### config.mk
export PLATFORM = sky130hd
export DESIGN_NAME = tdm_demux_1_to_4
export DESIGN_NICKNAME = d
export VERILOG_FILES = /design/src/rtl/tdm_mux_pkg.sv /design/src/rtl/tdm_slot_counter.sv /design/src/rtl/tdm_demux_1_to_4.sv
export SDC_FILE = /design/constraint.sdc
export NUM_CORES = 1
export LEC_CHECK = 0
export BUFFER_PORTS_ARGS = -buffer_cell sky130_fd_sc_hd__buf_4
export CAP_MARGIN = 15
export CORE_AREA = 4 4 41 43
export CTS_BUF_LIST = sky130_fd_sc_hd__clkbuf_4
export DETAILED_ROUTE_END_ITERATION = 6
export DIE_AREA = 0 0 45 47
export SYNTH_ARGS = -nofsm -noshare
export SYNTH_HDL_FRONTEND = slang
export SYNTH_HIERARCHICAL = 1
export SYNTH_SLANG_ARGS = --single-unit
### constraint.sdc
create_clock -name clk -period 1.5 [get_ports clk]
set_input_delay 0.375 -clock clk [delete_from_list [all_inputs] [get_ports clk]]
set_output_delay 0.375 -clock clk [all_outputs]
set_load 0.02 [all_outputs]
### src/rtl/tdm_mux_pkg.sv
// tdm_mux_pkg: constants and FSM state type shared by the TDM multiplexer and demultiplexer.
package tdm_mux_pkg;
  localparam int TDM_SLOTS = 4;
  localparam int TDM_SLOT_W = 2;
  typedef enum logic {IDLE, RUN} tdm_state_t;
endpackage

### src/rtl/tdm_slot_counter.sv
// tdm_slot_counter: wrapping slot counter with advance enable and synchronous load-to-1.
module tdm_slot_counter
  import tdm_mux_pkg::*;
(
  input  logic                  clk,
  input  logic                  rst,
  input  logic                  adv,
  input  logic                  load1,
  output logic [TDM_SLOT_W-1:0] cnt
);
  always_ff @(posedge clk or posedge rst)
    if (rst) cnt <= '0;
    else if (load1) cnt <= TDM_SLOT_W'(1);
    else if (adv) cnt <= cnt + TDM_SLOT_W'(1);
endmodule

### src/rtl/tdm_demux_1_to_4.sv
// tdm_demux_1_to_4: serial 4-slot TDM frame demultiplexer with sync lock.
// Define TDM_DEMUX_SYNC_CHECK_EN to enable the sticky misaligned-sync flag sync_err.
module tdm_demux_1_to_4
  import tdm_mux_pkg::*;
#(
  parameter logic [TDM_SLOTS-1:0] OUT_RST = 4'b0000
) (
  input  logic                  clk,
  input  logic                  rst,
  input  logic                  din,
  input  logic                  din_valid,
  input  logic                  sync,
  input  logic                  err_clr,
  output logic [TDM_SLOTS-1:0]  q,
  output logic                  q_valid,
  output logic [TDM_SLOT_W-1:0] slot,
  output logic                  locked,
  output logic                  sync_err
);
  tdm_state_t state, state_nx;
  logic [TDM_SLOTS-2:0] asm_q, asm_nx;
  logic [TDM_SLOTS-1:0] q_nx;
  logic qv_nx, adv, load1, mis;
  tdm_slot_counter u_cnt (
    .clk(clk),
    .rst(rst),
    .adv(adv),
    .load1(load1),
    .cnt(slot)
  );
  always_comb begin
    state_nx = state;
    asm_nx = asm_q;
    q_nx = q;
    qv_nx = 1'b0;
    adv = 1'b0;
    load1 = 1'b0;
    mis = 1'b0;
    if (din_valid) begin
      if (state == IDLE) begin
        if (sync) begin
          state_nx = RUN;
          asm_nx = {{(TDM_SLOTS-2){1'b0}}, din};
          load1 = 1'b1;
        end
      end else if (sync && slot != '0) begin
        // realign: this beat becomes slot 0 of a fresh frame
        mis = 1'b1;
        asm_nx = {{(TDM_SLOTS-2){1'b0}}, din};
        load1 = 1'b1;
      end else if (slot == TDM_SLOT_W'(TDM_SLOTS-1)) begin
        q_nx = {din, asm_q};
        qv_nx = 1'b1;
        adv = 1'b1;
      end else begin
        asm_nx[slot] = din;
        adv = 1'b1;
      end
    end
  end
  always_ff @(posedge clk or posedge rst)
    if (rst) begin
      state <= IDLE;
      asm_q <= '0;
      q <= OUT_RST;
      q_valid <= 1'b0;
    end else begin
      state <= state_nx;
      asm_q <= asm_nx;
      q <= q_nx;
      q_valid <= qv_nx;
    end
  assign locked = (state == RUN);
`ifdef TDM_DEMUX_SYNC_CHECK_EN
  always_ff @(posedge clk or posedge rst)
    if (rst) sync_err <= 1'b0;
    else if (mis) sync_err <= 1'b1;
    else if (err_clr) sync_err <= 1'b0;
`else
  logic unused_err;
  assign unused_err = err_clr ^ mis;
  assign sync_err = 1'b0;
`endif
endmodule

==> results.cfg <==
[cells_and_area]
multi_input_area_sq_um = 249
drive_above_1_share_pct = 44.8
final_common_cell = buf_4
antennaDiodeCount = 0
fin_nets = 74
fillers = 128
areaGrowthSynthToFinish_pct = 31.8
seqCellArea_sq_um = 275
most-common-layout-cells = buf_4, dfrtp_1, mux2_2, nor2_1, clkbuf_4

[clock_tree]
post_cts_resize_count = 0
cts.sinks = 11
cts_root_buffer = clkbuf_4
cts_setup_buffers = 0
path_clk_slew_ns = 0.07
cts_htree_levels = 1
cts_tree = done
cts_buffer_depth = 2
clk_latency_ns = 0.27
numCtsBuffers = 3

[setup_path]
cp_cell_sequence = buf_4 > buf_4
cp-end-kind = output pin
path_class = flop to output pin
arrival_ns = 1.05
critPathMaxStageDelay_ns = 0.45
cp_max_fo = 6
cp.required_ns = 1.12
crit_slowest_cell = dfrtp_1
cp-start-kind = flop
path_delay_family = flip-flops
cpMostUsedCell = buf_4
path_buf_inv = 2

[placed_design]
gp_congestion = 0.721
portBuffers = 12
dpl.hpwl_um = 781

[synth]
ys_warn_count = 6
synth_area_leader_cell = dfrtp_1
synthesis.area_sq_um = 539
seq_area_frac_synth_pct = 51.0
synthTopCellsByArea = dfrtp_1, mux2_2, nand4b_1
synth.avg_cell_area_sq_um = 11.5
synth_top_area_share_pct = 51.0
synth_nets = 53
yosysUniqueCellTypes = 20
ys_ff_latch = 11
netlist_instances = 47

[power]
p_comb_share_pct = 42.7
seqPwrFrac_pct = 38.5
ir_drop_uv = 783
switching_share_pct = 34.7
clock_power_share_pct = 18.8
cellLeakagePower_uw = 0.000337
internal_power_uw = 771
p_switching_uw = 409
p_per_area_mw_per_mm2 = 1660

[run_status]
status = finished, final reports clean

[route]
highest_layer = met4
drc = 0
drtIter0Drc = 2
first_pass_iters = 3
wl_met1_um = 466
wl_um = 1010
viasPerCell = 4.98
routed-wl-met2_um = 440
wl_per_cell_um = 12.3
vias = 408
antenna_left = 0
wl_met3_um = 81

[sta]
hold-worst-slack_ns = 0.317
maxSlewViolCount = 0
setup_violations = 0
period_needed_ns = 1.43
hold_viol_final = 0
finalClockSkew_ns = 0.00476
setup_tns_ns = 0
post-route-period-util_pct = 95.1
max_freq_mhz = 701
rsz0062_at_grt = no

[floorplan]
dieWidth_um = 45
num_rows = 13
core_sq_mm = 0.00130
initial_utilization_pct = 41.4
die-area_sq_mm = 0.00212
die_h_um = 47
io-pin-count = 15

[flow_run]
cap_violations = 0

[global_routing]
track_usage_pct = 12.4
grt_pass1_wl_um = 1780
grt_antenna_before_repair = 0
grt_overflow = 0
grt_pass1_vias = 426
grt_max_degree = 10

[min_path]
hold_class = primary input to flop
[sequential cells by signal, summed over array words and instances, names as in the netlist]
name,cells
locked,1
q,4
asm_q,3
q_valid,1
u_cnt/cnt,2
[worst paths after layout]
check | startpoint | end | slack [ns] | cells after the start
worst min-delay path | sync | q_valid | 0.32 | 2
worst max register to register | u_cnt/cnt[0] | u_cnt/cnt[1] | 0.13 | 5
max in group asynchronous | rst | asm_q[1] | 0.63 | 3
min in group asynchronous | rst | u_cnt/cnt[0] | 0.51 | 3
worst min register to register | q[2] | q[2] | 0.51 | 1
worst max-delay path | u_cnt/cnt[0] | slot[0] | 0.07 | 2
[through the flow]
stage                     utilization (%)  instance area (sq um)  worst slack (ns)  power, uW  std cells
final                                54.6                    711            0.0728       1180         82
after global routing                 54.6                    711            0.0276       1260         82
after CTS                            54.6                    711            0.0753       1190         82
after detailed placement             51.5                    671             0.119        967         77
after global placement               51.5                    671             0.153        958         77
after floorplan                         -                    539            0.0880        766         47
[logic make-up after synthesis]
| kind of cell | count (synthesis) | synth area share [%] |
|---|---|---|
| simple gates | 19 | 23.2 |
| flops | 11 | 51.0 |
| compound gates | 7 | 9.05 |
| mux | 6 | 13.2 |
| buf+inv | 3 | 2.79 |
| other cells | 1 | 0.695 |
[worst reg2reg max path: stages (launching register included)]
cell and delay, ns:
dfrtp_1 0.45, nor2_1 0.17, nor2b_1 0.06, nor2_1 0.12
and2_4 0.17, mux2_4 0.29
[Yosys cell counts]
master	number
dfrtp_1	11
nand4b_1	3
conb_1	1
inv_1	2
o21ai_0	2
buf_4	1
mux2_2	5
nand2_2	1
nand2_1	2
nor2b_1	3
a21oi_1	1
o21bai_2	1
nor2_1	4
o31ai_1	1
nand2b_1	3
mux2_4	1
o211ai_1	2
and2_4	1
and2b_1	1
nor3_4	1
[power by group through the flow]
stage	logic (uW)	registers [uW]	clock network [uW]
2_1_floorplan	212	554	0
3_3_place_gp	497	461	0
3_5_place_dp	506	461	0
4_1_cts	509	456	229
5_1_grt	547	470	246
6_report	504	455	221
[metal layers]
layer  vias to the layer above  track usage, %
li1                        201               -
met1                       188            14.7
met2                        15            18.4
met3                         4            3.83
met4                         0            10.5
met5                         -               0
[final cells by class]
| class | count | area share [%] |
|---|---|---|
| clock buffers | 4 | 4.23 |
| inverters | 2 | 1.06 |
| multi-input cells | 33 | 35.0 |
| flip-flops and latches | 11 | 38.7 |
| repair buffers | 17 | 18.3 |
| well taps | 15 | 2.64 |
[timing repair]
| item | CTS | global route |
|---|---|---|
| setup endpoints to repair | 0 | 0 |
| hold endpoints to repair | 2 | 0 |
| hold buffers | 1 | 0 |
(Power assumes the default switching activity.)
